==> config.mk <==
export PLATFORM = sky130hd
export DESIGN_NAME = matrix_swap_ctrl_flat
export DESIGN_NICKNAME = d
export VERILOG_FILES = /design/src/rtl/render_pkg.sv /design/src/rtl/matrix_swap_ctrl_if.sv /design/src/rtl/vblank_edge.sv /design/src/rtl/matrix_swap_ctrl.sv /design/src/flat_wrapper.sv
export SDC_FILE = /design/constraint.sdc
export NUM_CORES = 1
export LEC_CHECK = 0
export ABC_AREA = 1
export CELL_PAD_IN_SITES_DETAIL_PLACEMENT = 1
export CELL_PAD_IN_SITES_GLOBAL_PLACEMENT = 1
export CORE_MARGIN = 4
export CORE_UTILIZATION = 42
export CTS_CLUSTER_DIAMETER = 150
export DETAILED_ROUTE_END_ITERATION = 10
export GPL_TIMING_DRIVEN = 1
export PLACE_DENSITY = 0.8
export SETUP_SLACK_MARGIN = 0.5
export SLEW_MARGIN = 10
export SYNTH_ARGS = -nofsm -noshare
export SYNTH_HDL_FRONTEND = slang
export SYNTH_SLANG_ARGS = --single-unit
==> constraint.sdc <==
create_clock -name CLK -period 3.2 [get_ports CLK]
set_clock_uncertainty 0.15 [all_clocks]
set_input_delay 0.48 -clock CLK [delete_from_list [all_inputs] [get_ports CLK]]
set_output_delay 0.48 -clock CLK [all_outputs]
set_load 0.005 [all_outputs]
==> src/rtl/render_pkg.sv <==
// Shared render-side types and constants: fixed-point unity, visible line count,
// matrix entry indices and the double-buffer controller state encoding.
package render_pkg;

  localparam int DATA_W   = 16;
  localparam int V_ACTIVE = 480;

  typedef logic signed [DATA_W-1:0] entry_t;
  typedef entry_t [15:0]            bank_t;

  localparam entry_t Q_ONE = 16'sh0020;

  typedef enum logic [1:0] {IDLE, LOAD, PENDING, SWAP} swap_state_t;

  localparam int IDX_D11 = 0;
  localparam int IDX_D12 = 1;
  localparam int IDX_D13 = 2;
  localparam int IDX_D14 = 3;
  localparam int IDX_D21 = 4;
  localparam int IDX_D22 = 5;
  localparam int IDX_D23 = 6;
  localparam int IDX_D24 = 7;
  localparam int IDX_D31 = 8;
  localparam int IDX_D32 = 9;
  localparam int IDX_D33 = 10;
  localparam int IDX_D34 = 11;
  localparam int IDX_D41 = 12;
  localparam int IDX_D42 = 13;
  localparam int IDX_D43 = 14;
  localparam int IDX_D44 = 15;

  function automatic bank_t identity_bank(input entry_t one);
    bank_t b;
    b          = '0;
    b[IDX_D11] = one;
    b[IDX_D22] = one;
    b[IDX_D33] = one;
    b[IDX_D44] = one;
    return b;
  endfunction

endpackage

==> src/rtl/matrix_swap_ctrl_if.sv <==
// Matrix entry write channel: valid/ready beats carrying one entry each,
// with the final beat of an update flagged by wr_last.
interface matrix_swap_ctrl_if;
  import render_pkg::*;

  logic       wr_valid;
  logic       wr_ready;
  logic [3:0] wr_addr;
  entry_t     wr_data;
  logic       wr_last;
  logic [3:0] state_in;

  modport master (
    output wr_valid, wr_addr, wr_data, wr_last, state_in,
    input  wr_ready
  );

  modport slave (
    input  wr_valid, wr_addr, wr_data, wr_last, state_in,
    output wr_ready
  );

endinterface

==> src/rtl/vblank_edge.sv <==
// Single-cycle pulse on the line where the VGA line counter first reaches the
// first non-visible line; a counter parked on that line yields one pulse only.
module vblank_edge #(
  parameter int V_ACTIVE = 480,
  parameter int CNT_W    = 10
) (
  input  logic             pclk,
  input  logic             rst,
  input  logic [CNT_W-1:0] v_cnt,
  output logic             blank_edge
);

  localparam logic [CNT_W-1:0] V_EDGE = CNT_W'(V_ACTIVE);

  logic [CNT_W-1:0] v_cnt_d;

  always_ff @(posedge pclk) begin
    if (rst) v_cnt_d <= '0;
    else     v_cnt_d <= v_cnt;
  end

  assign blank_edge = (v_cnt == V_EDGE) && (v_cnt_d != V_EDGE);

endmodule

==> src/rtl/matrix_swap_ctrl.sv <==
// Double-buffered 4x4 transform matrix: entries land in a shadow bank and are
// copied to the active bank only at the start of vertical blanking.
module matrix_swap_ctrl
  import render_pkg::*;
#(
  parameter int     V_ACTIVE = render_pkg::V_ACTIVE,
  parameter entry_t Q_ONE    = render_pkg::Q_ONE
) (
  input  logic                     CLK,
  input  logic                     rst,
  input  logic [9:0]               v_cnt,
  matrix_swap_ctrl_if.slave        bus,
  output logic [3:0]               matrixState,
  output entry_t                   d11, d12, d13, d14,
  output entry_t                   d21, d22, d23, d24,
  output entry_t                   d31, d32, d33, d34,
  output entry_t                   d41, d42, d43, d44,
  output logic                     busy,
  output logic                     swap_done
);

  swap_state_t state;
  bank_t       shadow;
  bank_t       active;
  logic [3:0]  shadow_state;
  logic        blank_edge;
  logic        accept;

  vblank_edge #(
    .V_ACTIVE (V_ACTIVE),
    .CNT_W    (10)
  ) u_vblank_edge (
    .pclk       (CLK),
    .rst        (rst),
    .v_cnt      (v_cnt),
    .blank_edge (blank_edge)
  );

  assign accept = bus.wr_valid && bus.wr_ready;

  // wr_ready and busy are registered alongside the state so they never glitch
  always_ff @(posedge CLK) begin
    if (rst) begin
      state        <= IDLE;
      bus.wr_ready <= 1'b1;
      busy         <= 1'b0;
      swap_done    <= 1'b0;
      shadow       <= identity_bank(Q_ONE);
      active       <= identity_bank(Q_ONE);
      shadow_state <= '0;
      matrixState  <= '0;
    end else begin
      swap_done <= 1'b0;
      case (state)
        IDLE, LOAD: begin
          if (accept) begin
            shadow[bus.wr_addr] <= bus.wr_data;
            if (bus.wr_last) begin
              shadow_state <= bus.state_in;
              state        <= PENDING;
              bus.wr_ready <= 1'b0;
              busy         <= 1'b1;
            end else begin
              state <= LOAD;
            end
          end
        end
        PENDING: begin
          if (blank_edge) state <= SWAP;
        end
        SWAP: begin
          active       <= shadow;
          matrixState  <= shadow_state;
          swap_done    <= 1'b1;
          state        <= IDLE;
          bus.wr_ready <= 1'b1;
          busy         <= 1'b0;
        end
        default: begin
          state        <= IDLE;
          bus.wr_ready <= 1'b1;
          busy         <= 1'b0;
        end
      endcase
    end
  end

  assign d11 = active[IDX_D11];
  assign d12 = active[IDX_D12];
  assign d13 = active[IDX_D13];
  assign d14 = active[IDX_D14];
  assign d21 = active[IDX_D21];
  assign d22 = active[IDX_D22];
  assign d23 = active[IDX_D23];
  assign d24 = active[IDX_D24];
  assign d31 = active[IDX_D31];
  assign d32 = active[IDX_D32];
  assign d33 = active[IDX_D33];
  assign d34 = active[IDX_D34];
  assign d41 = active[IDX_D41];
  assign d42 = active[IDX_D42];
  assign d43 = active[IDX_D43];
  assign d44 = active[IDX_D44];

endmodule

==> src/flat_wrapper.sv <==
// flat-port wrapper written by rule: the top's interface ports become plain ports
module matrix_swap_ctrl_flat import render_pkg::*;
#(
  parameter int     V_ACTIVE = render_pkg::V_ACTIVE,
  parameter entry_t Q_ONE    = render_pkg::Q_ONE
)
  (CLK, rst, v_cnt, matrixState, d11, d12, d13, d14, d21, d22, d23, d24, d31, d32, d33, d34, d41, d42, d43, d44, busy, swap_done, bus_wr_valid, bus_wr_addr, bus_wr_data, bus_wr_last, bus_state_in, bus_wr_ready);
  matrix_swap_ctrl_if bus_i ();
  input  logic CLK;
  input  logic rst;
  input  logic [9:0] v_cnt;
  output logic [3:0] matrixState;
  output entry_t d11;
  output entry_t d12;
  output entry_t d13;
  output entry_t d14;
  output entry_t d21;
  output entry_t d22;
  output entry_t d23;
  output entry_t d24;
  output entry_t d31;
  output entry_t d32;
  output entry_t d33;
  output entry_t d34;
  output entry_t d41;
  output entry_t d42;
  output entry_t d43;
  output entry_t d44;
  output logic busy;
  output logic swap_done;
  input wire logic [$bits(bus_i.wr_valid)-1:0] bus_wr_valid;
  input wire logic [$bits(bus_i.wr_addr)-1:0] bus_wr_addr;
  input wire logic [$bits(bus_i.wr_data)-1:0] bus_wr_data;
  input wire logic [$bits(bus_i.wr_last)-1:0] bus_wr_last;
  input wire logic [$bits(bus_i.state_in)-1:0] bus_state_in;
  output wire logic [$bits(bus_i.wr_ready)-1:0] bus_wr_ready;
  assign bus_i.wr_valid = bus_wr_valid;
  assign bus_i.wr_addr = bus_wr_addr;
  assign bus_i.wr_data = bus_wr_data;
  assign bus_i.wr_last = bus_wr_last;
  assign bus_i.state_in = bus_state_in;
  assign bus_wr_ready = bus_i.wr_ready;
  matrix_swap_ctrl #(.V_ACTIVE(V_ACTIVE), .Q_ONE(Q_ONE)) u_core (.CLK(CLK), .rst(rst), .v_cnt(v_cnt), .bus(bus_i), .matrixState(matrixState), .d11(d11), .d12(d12), .d13(d13), .d14(d14), .d21(d21), .d22(d22), .d23(d23), .d24(d24), .d31(d31), .d32(d32), .d33(d33), .d34(d34), .d41(d41), .d42(d42), .d43(d43), .d44(d44), .busy(busy), .swap_done(swap_done));
endmodule
* Word level (Yosys, flattened, before mapping)
Cells that the tools add are included.
** Storage, ports and cells
- Bits of input ports :: 38
- Register bits after elaboration :: 535
- Latch bits :: 0
- Bits in writable memories :: 0
- Logic and storage cells :: 73
- ROM bits :: 0
- Memories :: 0
- Output and inout port bits :: 263
** Operators by class
- Div/mod/pow operators :: 0
- Multipliers :: 0
- Shift-type cells :: 0
- Reductions and logical operators :: 10
- Eq/ne operators :: 8
- Muxes and demuxes :: 14
- Bitwise operators :: 0
- Magnitude comparators :: 2
- Add/sub/neg operators :: 0
** Operators with widths (number)
- $bwmux W256 :: 1
- $demux W16 S4 :: 1
- $mux W16 :: 1
- $eq A10 B9 Y1 const B :: 1
- $ne A10 B9 Y1 const B :: 1
- $mux W2 :: 3
- $pmux W2 S3 :: 1
- $reduce_and A3 Y1 :: 2
- $lt A4 B5 Y1 const B :: 1
- $mux W1 :: 5
- $eq A2 B2 Y1 const B :: 2
- $ge A4 B1 Y1 const B :: 1
- $ne A2 B1 Y1 const B :: 2
- $pmux W1 S2 :: 2
- $reduce_and A2 Y1 :: 2
- $logic_and A1 B1 Y1 :: 3
- $eq A2 B1 Y1 const B :: 1
- $logic_not A2 Y1 :: 1
- $ne A2 B2 Y1 const B :: 1
- $reduce_bool A2 Y1 :: 1
- $reduce_or A2 Y1 :: 1

* Depth between registers and ports, before layout
- Depth in word-level cells :: 5
- Depth in mapped cells :: 8
- Depth with buffers taken out :: 8

* Modules after synthesis
A second synthesis with hierarchy kept.
** Second synthesis, totals
- Cell total of the unflattened synthesis :: 2127
- Area, all modules :: 18733.0 µm²
** By module, submodules not included
- matrix_swap_ctrl :: area an instance 18383.9 µm², seq. area each 10510.1 µm², times used 1, cells each 2079
- vblank_edge :: area an instance 349.1 µm², seq. area each 200.2 µm², times used 1, cells each 48

* Least setup slack after synthesis
Ideal clock, no wire load.
- Kind :: input-to-reg
- From :: input bus_wr_valid
- To :: register u_core.shadow[52] in the netlist's numbering
- Library setup time :: 0.116 ns
- Cell stages on the path :: 8
- Required time :: 2.934 ns
- Setup slack :: 1.566 ns
- Buffers on the path :: 1
- Data arrival time :: 1.368 ns
- Cell sequence :: nand2_1 nor2_2 nand3_2 nor2_4 inv_1 buf_2 nor2_1 nor2_1
** On the way
- Word-level cells in the longest chain between the ends :: 2
** Ends and longest elaborated chain
- start, declared :: RTL line flat_wrapper.sv:31 : input wire logic [$bits(bus_i.wr_valid)-1:0] bus_wr_valid;
- $logic_and A1 B1 Y1 :: RTL line matrix_swap_ctrl.sv:39 : assign accept = bus.wr_valid && bus.wr_ready;
- $reduce_and A2 Y1 (no source line)
- end signal, assigned :: RTL line matrix_swap_ctrl.sv:48 : shadow <= identity_bank(Q_ONE);
- end signal, assigned by index :: RTL line matrix_swap_ctrl.sv:57 : shadow[bus.wr_addr] <= bus.wr_data;
- end, declared :: RTL line matrix_swap_ctrl.sv:23 : bank_t shadow;
Every way passes these cells.
A chain may end at the register's enable or synchronous reset.

* Final worst setup path
- From :: register u_core.active, in the netlist u_core.d13[4]
- To :: output d13[4]
** RTL lines
- start, declared :: RTL line matrix_swap_ctrl.sv:24 : bank_t active;
- start signal, assigned :: RTL line matrix_swap_ctrl.sv:49 : active <= identity_bank(Q_ONE);
- start signal, assigned :: RTL line matrix_swap_ctrl.sv:72 : active <= shadow;
- end, declared :: RTL line flat_wrapper.sv:15 : output entry_t d13;
No word-level cell between the ends.

==> results.toml <==
[outcome]
status = "completed"

[clock_network]
ctsHoldBuffers = 0
cts_buffers = 54
cts_sinks = 535
cts_setup_buffers = 0
cts_tree = "built"
ctsResizeCount = 0
clk-insertion-delay-late_ps = 600
cts_root_buf = "clkbuf_16"
htree_levels = 2
cts.path.max_buffers = 3
clk_pin_slew_worst_paths_ps = 60

[layout]
multi_input_area_sq_um = 5360
seqCellArea_sq_um = 10700
fill_cells = 4726
fin_cells = 2862
final_layout_size_suffix_gt1_share_pct = 6.15
final_cell_area_sq_um = 22900
area_delta_synth_final_pct = 30.2
fin_nets = 2327

[timing]
min_period_over_period_pct = 68.9
max_freq_mhz = 453
tightest_slew_ps = 809
rsz0062_at_grt = "false"
max_slew_margin_pct = 46.0
layout_min_cycle_time_ps = 2210
tns_ps = 0
setup_violations = 0
finalHoldViolations = 0
drv_slew = 0

[power]
p_leak_nw = 8.20
total_power_mw = 13.6
peakVddDrop_mv = 0.359
cellPowerDensity_nw_per_um2 = 594

[die]
core_area_sq_um = 41100
die_width_microns = 213
dieArea_sq_um = 45200
ios = 301
die_y_microns = 213
rows = 74
start_util_pct = 42.8

[setup_path]
critical_path.top_delay_family = "buffers and inverters"
ff2ff_setup_slack_ps = 1000
r2r_start = "u_core.bus.wr_ready"
crit_slowest_cell = "clkdlybuf4s50_1"
path_cells = "clkdlybuf4s50_1"
worstPathMaxFanout = 2
worstRegToRegCells = 7
crit_arrival_ps = 1580
required_ps = 2570
crit_type = "register to primary output"
cp_num_buf_inv = 1
cpPeakStageDelay_ps = 540
r2r-end = "u_core.shadow[88]"
worst-path-stages = 1
end_kind = "primary output"
critPathLaunchType = "register"

[global_routing]
grt_pass1_vias = 15812
grt_usage_pct = 25.4
grt-ovfl-total = 0
grt_pass1_wl_microns = 89900
grt_max_degree = 100
antenna_found_initial = 7

[drt]
wl_microns = 59200
dr.first_iter.drc_count = 957
route.detailed.drc = 0
detail-route-antenna-nets = 0
detail_route.first_pass.iterations = 5
vias_per_cell = 5.24
wire_per_inst_microns = 20.7
vias = 15011

[place]
dpl_cell_area_sq_um = 21200
placedCellCount = 2765
dp_hpwl_microns = 37300
port_buffers = 300
gp_congestion = 0.782

[worst_hold_path]
hold_path.class = "register to register"
hold_end = "u_core.shadow[7]"
min_path_cells = 2
min-delay-start = "u_core.shadow[7]"

[synth]
synth_cells = 2031
synth_nets = 2069
yosys.cell_types.count = 25
synth_warnings = 0
ys_seq_area_share_pct = 60.9
ys_ff_latch = 535
syn_area_per_cell_sq_um = 8.67
netlist_area_sq_um = 17600

[job]
cap_violations = 0
-- placed cells by master (no fill, tap or decap), drive strengths merged --
master | synthesis | layout
a211oi | 1 | 1
a21oi | 213 | 213
a22o | 49 | 49
buf | 57 | 48
bufinv | 0 | 3
clkbuf | 89 | 79
clkdlybuf4s50 | 0 | 300
clkinv | 2 | 9
clkinvlp | 0 | 1
dfxtp | 535 | 535
diode | 0 | 4
inv | 239 | 242
nand2 | 244 | 244
nand3 | 4 | 4
nand4 | 3 | 3
nor2 | 123 | 123
nor3 | 3 | 3
o211ai | 4 | 4
o21ai | 462 | 462
o22a | 3 | 3
-- layer usage --
layer	vias to the layer above	GRT usage [%]	wire length [microns]
met5	-	0	13
li1	7134	-	-
met4	2	10.4	2160
met3	127	5.02	3430
met2	408	42.9	28700
met1	7340	32.2	24900
-- worst max-delay path by stage --
stage	slack, ps	to	start
2_1_floorplan	1570	u_core.shadow[52]	bus_wr_valid
3_3_place_gp	580	u_core.shadow[31]	bus_wr_valid
3_5_place_dp	460	u_core.shadow[35]	bus_wr_valid
4_1_cts	980	d13[4]	u_core.d13[4]
5_1_grt	750	u_core.shadow[35]	u_core.bus.wr_ready
6_report	990	d13[4]	u_core.d13[4]
-- synthesized netlist by cell type, drive strengths merged --
cell type	n	share of area, %
clkbuf	89	1.9
a22o	49	2.4
clkinv	2	0.043
nor3	3	0.17
a21oi	213	6.1
o22a	3	0.15
nor2	123	2.8
inv	239	5.1
buf	57	1.7
dfxtp	535	61
o211ai	4	0.17
o21ai	462	13
a211oi	1	0.043
nand3	4	0.14
nand4	3	0.11
nand2	244	5.2
-- layout make-up --
class	count	share of cell area (%)
diodes	4	0.0437
clock buffers	79	6.87
clock inverters	14	0.743
inverters	241	3.99
multi-input cells	1109	23.4
flip-flops and latches	535	46.7
well taps	532	2.90
repair buffers	348	15.3
-- flip-flops by register name (all words and copies together) (netlist names), 10 cells and up --
name	cells
u_core.d42	16
u_core.d14	16
u_core.d24	16
u_core.d33	16
u_core.u_vblank_edge.v_cnt_d	10
u_core.d23	16
u_core.d32	16
u_core.d34	16
u_core.d41	16
u_core.d12	16
u_core.d21	16
u_core.d22	16
u_core.shadow	256
u_core.d11	16
u_core.d13	16
u_core.d44	16
u_core.d31	16
u_core.d43	16
-- report_power, final --
| part | internal (mW) | switching (mW) |
|---|---|---|
| clock network | 3.64 | 2.59 |
| logic | 0.179 | 0.429 |
| registers | 6.75 | 0.0319 |
| total | 10.6 | 3.05 |
-- stage by stage --
step / setup WS [ps] / util, % / hold slack [ps]
final: 994 / 55.7 / 298
after global routing: 745 / 55.7 / 291
after CTS: 982 / 55.7 / 270
after detailed placement: 462 / 51.5 / 289
after global placement: 581 / 51.5 / 281
after floorplan: 1570 / - / 271
-- cells by family after synthesis --
| family | after synthesis | share of synthesized area, % |
|---|---|---|
| buf+inv | 387 | 8.73 |
| simple gates | 377 | 8.42 |
| flops | 535 | 60.9 |
| compound gates | 732 | 22.0 |
Note: power is estimated with default switching activity, not from simulation.
